[src/rtl/apb_master_if.sv]
// ---------------------------------------------------------------------------
// apb_master_if
// Bundles the command/response handshake and the APB bus of apb_master.
//   cmd_*    : command request from the controller (valid/ready)
//   rsp_*    : single-cycle response pulse back to the controller
//   P*       : APB requester signals toward the slave segment
// Modports:
//   master : the apb_master side (drives cmd_ready, rsp_*, PSEL..PWDATA)
//   slave  : the environment side (controller + APB slave)
// ---------------------------------------------------------------------------
interface apb_master_if #(
  parameter int ADDR_W = 32,
  parameter int DATA_W = 32
);
  // Command / response
  logic              cmd_valid;
  logic              cmd_ready;
  logic              cmd_write;
  logic [ADDR_W-1:0] cmd_addr;
  logic [DATA_W-1:0] cmd_wdata;
  logic              rsp_valid;
  logic [DATA_W-1:0] rsp_rdata;
  logic              rsp_error;

  // APB
  logic              PSEL;
  logic              PENABLE;
  logic              PWRITE;
  logic [ADDR_W-1:0] PADDR;
  logic [DATA_W-1:0] PWDATA;
  logic              PREADY;
  logic [DATA_W-1:0] PRDATA;
  logic              PSLVERR;

  modport master (
    input  cmd_valid, cmd_write, cmd_addr, cmd_wdata,
    output cmd_ready, rsp_valid, rsp_rdata, rsp_error,
    output PSEL, PENABLE, PWRITE, PADDR, PWDATA,
    input  PREADY, PRDATA, PSLVERR
  );

  modport slave (
    output cmd_valid, cmd_write, cmd_addr, cmd_wdata,
    input  cmd_ready, rsp_valid, rsp_rdata, rsp_error,
    input  PSEL, PENABLE, PWRITE, PADDR, PWDATA,
    output PREADY, PRDATA, PSLVERR
  );
endinterface

[src/rtl/apb_master.sv]
// ---------------------------------------------------------------------------
// apb_master
// APB requester: turns a valid/ready command into one APB SETUP/ACCESS
// transfer at a time, honours PREADY wait states and returns read data and
// error status on a one-cycle rsp_valid pulse.
//
// Ports:
//   PCLK     in   clock, rising edge
//   PRESETn  in   asynchronous active-low reset
//   bus      apb_master_if.master (cmd_*, rsp_*, PSEL/PENABLE/PWRITE/PADDR/
//            PWDATA out, PREADY/PRDATA/PSLVERR in)
//
// Parameters: ADDR_W, DATA_W, TIMEOUT_CYCLES (>= 1).
// Optional feature: define APB_MASTER_TIMEOUT_EN to bound the ACCESS phase
// to TIMEOUT_CYCLES cycles; a timed-out transfer responds with rsp_error = 1.
// ---------------------------------------------------------------------------
module apb_master #(
  parameter int ADDR_W         = 32,
  parameter int DATA_W         = 32,
  parameter int TIMEOUT_CYCLES = 16
) (
  input  logic          PCLK,
  input  logic          PRESETn,
  apb_master_if.master  bus
);

  typedef enum logic [1:0] {
    IDLE   = 2'd0,
    SETUP  = 2'd1,
    ACCESS = 2'd2
  } state_t;

  state_t state;
  state_t state_next;
  logic   accept;
  logic   complete;
  logic   timeout;

`ifdef APB_MASTER_TIMEOUT_EN
  localparam int CNT_W = $clog2(TIMEOUT_CYCLES + 1);

  logic [CNT_W-1:0] wait_cnt;

  // Counts PREADY-low ACCESS cycles; abort on the last permitted one so
  // ACCESS never exceeds TIMEOUT_CYCLES cycles. PREADY high still wins.
  assign timeout = (state == ACCESS) && !bus.PREADY &&
                   (wait_cnt == CNT_W'(TIMEOUT_CYCLES - 1));

  always_ff @(posedge PCLK or negedge PRESETn) begin
    if (!PRESETn) begin
      wait_cnt <= '0;
    end else if (state == SETUP) begin
      wait_cnt <= '0;
    end else if (state == ACCESS && !bus.PREADY) begin
      wait_cnt <= wait_cnt + 1'b1;
    end
  end
`else
  // Timeout disabled: ACCESS waits on PREADY forever.
  localparam int unused_timeout_cycles = TIMEOUT_CYCLES;
  assign timeout = 1'b0;
`endif

  // NOTE: sequential state uses non-blocking assignments so every register
  // samples the pre-edge values of its neighbours.
  always_ff @(posedge PCLK or negedge PRESETn) begin
    if (!PRESETn) state <= IDLE;
    else          state <= state_next;
  end

  // NOTE: every output of this block gets a default first, so no branch can
  // leave one unassigned and infer a latch.
  always_comb begin
    state_next = state;
    accept     = 1'b0;
    complete   = 1'b0;
    case (state)
      IDLE: begin
        if (bus.cmd_valid) begin
          accept     = 1'b1;
          state_next = SETUP;
        end
      end
      SETUP:  state_next = ACCESS;
      ACCESS: begin
        if (bus.PREADY || timeout) begin
          complete   = 1'b1;
          state_next = IDLE;
        end
      end
      default: state_next = IDLE;
    endcase
  end

  assign bus.cmd_ready = (state == IDLE);

  // Registered APB outputs and response. PADDR/PWRITE/PWDATA are only
  // loaded at acceptance and otherwise hold their last value.
  always_ff @(posedge PCLK or negedge PRESETn) begin
    if (!PRESETn) begin
      bus.PSEL      <= 1'b0;
      bus.PENABLE   <= 1'b0;
      bus.PWRITE    <= 1'b0;
      bus.PADDR     <= '0;
      bus.PWDATA    <= '0;
      bus.rsp_valid <= 1'b0;
      bus.rsp_rdata <= '0;
      bus.rsp_error <= 1'b0;
    end else begin
      bus.rsp_valid <= 1'b0;
      case (state)
        IDLE: begin
          if (accept) begin
            bus.PADDR  <= bus.cmd_addr;
            bus.PWRITE <= bus.cmd_write;
            bus.PWDATA <= bus.cmd_wdata;
            bus.PSEL   <= 1'b1;
          end
        end
        SETUP: bus.PENABLE <= 1'b1;
        ACCESS: begin
          if (complete) begin
            bus.PSEL      <= 1'b0;
            bus.PENABLE   <= 1'b0;
            bus.rsp_valid <= 1'b1;
            // A timeout only completes when PREADY is low.
            bus.rsp_error <= bus.PREADY ? bus.PSLVERR : 1'b1;
            if (bus.PREADY && !bus.PWRITE) bus.rsp_rdata <= bus.PRDATA;
          end
        end
        default: begin
          bus.PSEL    <= 1'b0;
          bus.PENABLE <= 1'b0;
        end
      endcase
    end
  end

endmodule

[src/flat_wrapper.sv]
// flat-port wrapper written by rule: the top's interface ports become plain ports
module apb_master_flat 
#(
  parameter int ADDR_W         = 32,
  parameter int DATA_W         = 32,
  parameter int TIMEOUT_CYCLES = 16
)
  (PCLK, PRESETn, bus_cmd_valid, bus_cmd_write, bus_cmd_addr, bus_cmd_wdata, bus_cmd_ready, bus_rsp_valid, bus_rsp_rdata, bus_rsp_error, bus_PSEL, bus_PENABLE, bus_PWRITE, bus_PADDR, bus_PWDATA, bus_PREADY, bus_PRDATA, bus_PSLVERR);
  apb_master_if #(.ADDR_W(ADDR_W), .DATA_W(DATA_W)) bus_i ();
  input  logic PCLK;
  input  logic PRESETn;
  input wire logic [$bits(bus_i.cmd_valid)-1:0] bus_cmd_valid;
  input wire logic [$bits(bus_i.cmd_write)-1:0] bus_cmd_write;
  input wire logic [$bits(bus_i.cmd_addr)-1:0] bus_cmd_addr;
  input wire logic [$bits(bus_i.cmd_wdata)-1:0] bus_cmd_wdata;
  output wire logic [$bits(bus_i.cmd_ready)-1:0] bus_cmd_ready;
  output wire logic [$bits(bus_i.rsp_valid)-1:0] bus_rsp_valid;
  output wire logic [$bits(bus_i.rsp_rdata)-1:0] bus_rsp_rdata;
  output wire logic [$bits(bus_i.rsp_error)-1:0] bus_rsp_error;
  output wire logic [$bits(bus_i.PSEL)-1:0] bus_PSEL;
  output wire logic [$bits(bus_i.PENABLE)-1:0] bus_PENABLE;
  output wire logic [$bits(bus_i.PWRITE)-1:0] bus_PWRITE;
  output wire logic [$bits(bus_i.PADDR)-1:0] bus_PADDR;
  output wire logic [$bits(bus_i.PWDATA)-1:0] bus_PWDATA;
  input wire logic [$bits(bus_i.PREADY)-1:0] bus_PREADY;
  input wire logic [$bits(bus_i.PRDATA)-1:0] bus_PRDATA;
  input wire logic [$bits(bus_i.PSLVERR)-1:0] bus_PSLVERR;
  assign bus_i.cmd_valid = bus_cmd_valid;
  assign bus_i.cmd_write = bus_cmd_write;
  assign bus_i.cmd_addr = bus_cmd_addr;
  assign bus_i.cmd_wdata = bus_cmd_wdata;
  assign bus_cmd_ready = bus_i.cmd_ready;
  assign bus_rsp_valid = bus_i.rsp_valid;
  assign bus_rsp_rdata = bus_i.rsp_rdata;
  assign bus_rsp_error = bus_i.rsp_error;
  assign bus_PSEL = bus_i.PSEL;
  assign bus_PENABLE = bus_i.PENABLE;
  assign bus_PWRITE = bus_i.PWRITE;
  assign bus_PADDR = bus_i.PADDR;
  assign bus_PWDATA = bus_i.PWDATA;
  assign bus_i.PREADY = bus_PREADY;
  assign bus_i.PRDATA = bus_PRDATA;
  assign bus_i.PSLVERR = bus_PSLVERR;
  apb_master #(.ADDR_W(ADDR_W), .DATA_W(DATA_W), .TIMEOUT_CYCLES(TIMEOUT_CYCLES)) u_core (.PCLK(PCLK), .PRESETn(PRESETn), .bus(bus_i));
endmodule
[config.mk]
export PLATFORM = sky130hd
export DESIGN_NAME = apb_master_flat
export DESIGN_NICKNAME = d
export VERILOG_FILES = /design/src/rtl/apb_master_if.sv /design/src/rtl/apb_master.sv /design/src/flat_wrapper.sv
export SDC_FILE = /design/constraint.sdc
export NUM_CORES = 1
export LEC_CHECK = 0
export ABC_AREA = 1
export CORE_MARGIN = 1.5
export CORE_UTILIZATION = 60
export DETAILED_ROUTE_END_ITERATION = 8
export DONT_BUFFER_PORTS = 1
export PLACE_DENSITY = 0.79
export SETUP_SLACK_MARGIN = 0.4
export SYNTH_ARGS = -nofsm -noshare
export SYNTH_HDL_FRONTEND = slang
export SYNTH_SLANG_ARGS = --single-unit
[constraint.sdc]
create_clock -name PCLK -period 1.92 [get_ports PCLK]
set_input_delay 0.192 -clock PCLK [delete_from_list [all_inputs] [get_ports PCLK]]
set_output_delay 0.192 -clock PCLK [all_outputs]
set_load 0.01 [all_outputs]
==> run metrics <==
weighted congestion at the end of routability-driven global placement 0.8049; floorplan die width between 80 and 90 µm; post-DR wirelength/cell ~18 µm; startpoint kind of the worst setup timing path flip-flop; violations in the final reports hold timing; synthesized instance count about 440; Vias/cell approximately 5.4; Total GRT Usage a little under a third; antenna violations before repair 0; Initial Util around 62%; Routed WL between 10 and 15 mm; wire length of the first global-routing pass ~17 mm; RSZ-0062 raised after global routing no; Net Sw Power 3.281 mW; number of different library cells in the post-synthesis netlist 13; total global routing overflow 0; Worst-Margin Slew slightly below 0.4 ns; RR Startpoint u_core.state[0]; num rows 29; flops & latches, synth about 100; met2 Resource Use GR approximately 54%; total number of clock tree sinks around 100; gr busiest metal met2; pre-CTS setup slack 0.5422 ns; count of vias placed by the detailed router about 3400; pin count of the biggest net entering global routing approximately 100; worst vdd ir 1.049 mV; clock tree from TritonCTS yes; Max Transition Viols Final 0; Final setup viols 0; Final WS setup about 0.50 ns; level count of the clock H-tree 3; vias in the first global route between 3000 and 4000; # DRC 0; met1 Usage GRT between 30% and 40%; I/O pin cnt ~200; power share of the combinational group a little over a quarter; Post-Route Hold Slack -0.4767 ns; post-synthesis instance area between 0.003 and 0.004 mm²; worst-case reg-to-reg path depth 6; endpoints failing hold about 100; path type of the worst setup path reg2reg; net switching fraction of the power between 40% and 50%; most frequent standard cell in the layout excluding fill and tap cells nand2_1; Final min period 1.425 ns; insertion delay to the later sink of the worst-skew pair around 0.35 ns; final worst-path cycle share between 70% and 80%; met3 demand-to-capacity share in global routing between 9 and 10%; Setup crit end kind flip-flop; DRC violation total after the first TritonRoute iteration 219; cts bufs inserted 9; floorplan die area between 0.007 and 0.008 mm²; Int Power 4.452 mW; class of the tightest hold or removal check in2async; arrival time reported for the critical path endpoint 1.71 ns; net count of the finished layout 642; Max Cap Viol 0; Relative slew margins 73.47%; result of the run finished with violations; setup TNS after final layout 0 ns; total power per unit cell area approximately 1500 mW/mm²; Mapped Nets roughly 540; syn avg cell area 9.017 µm²; Layout Skew between 0.01 and 0.015 ns; crit path launch u_core.state[0]; max frequency about 700 MHz; Clk pin slew, worst setup/hold paths approximately 0.10 ns; most used cells in the layout excluding fill and tap cells nand2_1 (270), dfrtp_1 (103), dlygate4sd3_1 (99); clock network fraction of design power 15.3%; die height around 84 µm; half-perimeter wire length after detailed placement approximately 5.9 mm; utilization after layout 81.01%; maximum net fanout on the critical path between 60 and 70; warnings from Yosys 0; core region area around 0.0064 mm²; Clock Tree Buf Depth 2; portion of total power attributed to sequential cells between 50% and 60%; Final Power approximately 7.7 mW; share of the yosys chip area belonging to registers between 60% and 70%; router iterations before antenna repair 5; CTS root buf clkbuf_8; buffers added on ports 0; required time reported for the critical path endpoint about 2.2 ns; count of antenna-violating nets left after detailed routing 0; Layout Area Growth over Synthesis 30.11%; static leakage power 2.729 nW; share of layout cells above drive strength 1 5.872%; Inserted Diodes 0
==> stage by stage <==
step                instance area (µm²)  hold slack (ns)  instances
global route                       5174          -0.5031        622
CTS                                5116          -0.4938        615
global placement                   3979          -0.1014        502
floorplan                          3976          -0.1036        441
detailed placement                 3979          -0.1016        502
finish                             5174          -0.4767        622
==> worst paths after layout <==
kind / endpoint / slack, ns
setup / recovery: u_core.bus.PWDATA[27] / 0.50
hold / removal: u_core.bus.PADDR[11] / -0.48
setup reg to reg: u_core.bus.PWDATA[27] / 0.50
hold reg to reg: u_core.bus.rsp_rdata[11] / 0.56
max in group asynchronous: u_core.bus.rsp_rdata[14] / 2.22
min in group PCLK: u_core.bus.PSEL / 0.07
==> routing by layer <==
layer	up-vias	share of wire [%]
li1	1535	-
met1	1605	37
met2	196	52
met3	24	9.2
met4	0	2.4
met5	-	0
==> repair_timing <==
action,in CTS,in global routing
buffers inserted,0,5
setup endpoints to repair,0,31
resized for setup,0,0
hold endpoints to repair,201,105
hold buffers,97,2
==> power by group through the flow <==
| stage | combinational, mW | clock (mW) | sequential, mW |
|---|---|---|---|
| floorplan | 1.48 | 0 | 4.24 |
| global placement | 1.59 | 0 | 4.48 |
| detailed placement | 1.71 | 0 | 4.49 |
| CTS | 1.87 | 1.20 | 4.47 |
| global route | 2.34 | 1.30 | 4.61 |
| finish | 2.04 | 1.19 | 4.50 |
==> cell type report <==
| cell class | instances | area (µm²) |
|---|---|---|
| clock buffers | 11 | 131.4 |
| clock inverters | 5 | 35.03 |
| fillers | 368 | 1212 |
| inverters | 6 | 22.52 |
| multi-input cells | 309 | 1217 |
| flip-flops and latches | 103 | 2577 |
| well taps | 77 | 96.34 |
| repair buffers | 111 | 1094 |
==> cells in the mapped netlist <==
cell / instances / area share, %
nand3_1: 32 / 4.0
buf_2: 13 / 1.6
dfrtp_1: 103 / 65
buf_4: 5 / 0.94
nor2_2: 2 / 0.31
o21ai_0: 2 / 0.25
nand2_2: 1 / 0.16
buf_6: 5 / 1.4
nand2_1: 270 / 25
inv_1: 4 / 0.38
nor2_4: 1 / 0.28
inv_2: 2 / 0.19
nor2_1: 1 / 0.094
==> sequential cells by signal (all words and copies together), names as in the netlist <==
| register | flops |
|---|---|
| u_core.bus.PWDATA | 32 |
| u_core.bus.PWRITE | 1 |
| u_core.bus.PADDR | 32 |
| u_core.state | 2 |
| u_core.bus.rsp_error | 1 |
| u_core.bus.PSEL | 1 |
| u_core.bus.rsp_valid | 1 |
| u_core.bus.PENABLE | 1 |
| u_core.bus.rsp_rdata | 32 |
==> critical path: stages, from the launching register on <==
cell and delay [ns]:
dfrtp_1 0.46, nor2_2 0.25, nand2_2 0.11, inv_2 0.08
buf_12 0.26, nand2_1 0.11, nand2_1 0.07
==> cell families after synthesis <==
logic type,Yosys count,synth area share [%]
buf+inv,29,4.563
compound gates,2,0.2517
simple gates,307,30.36
flops,103,64.82
Power figures use the tool's default switching activity.
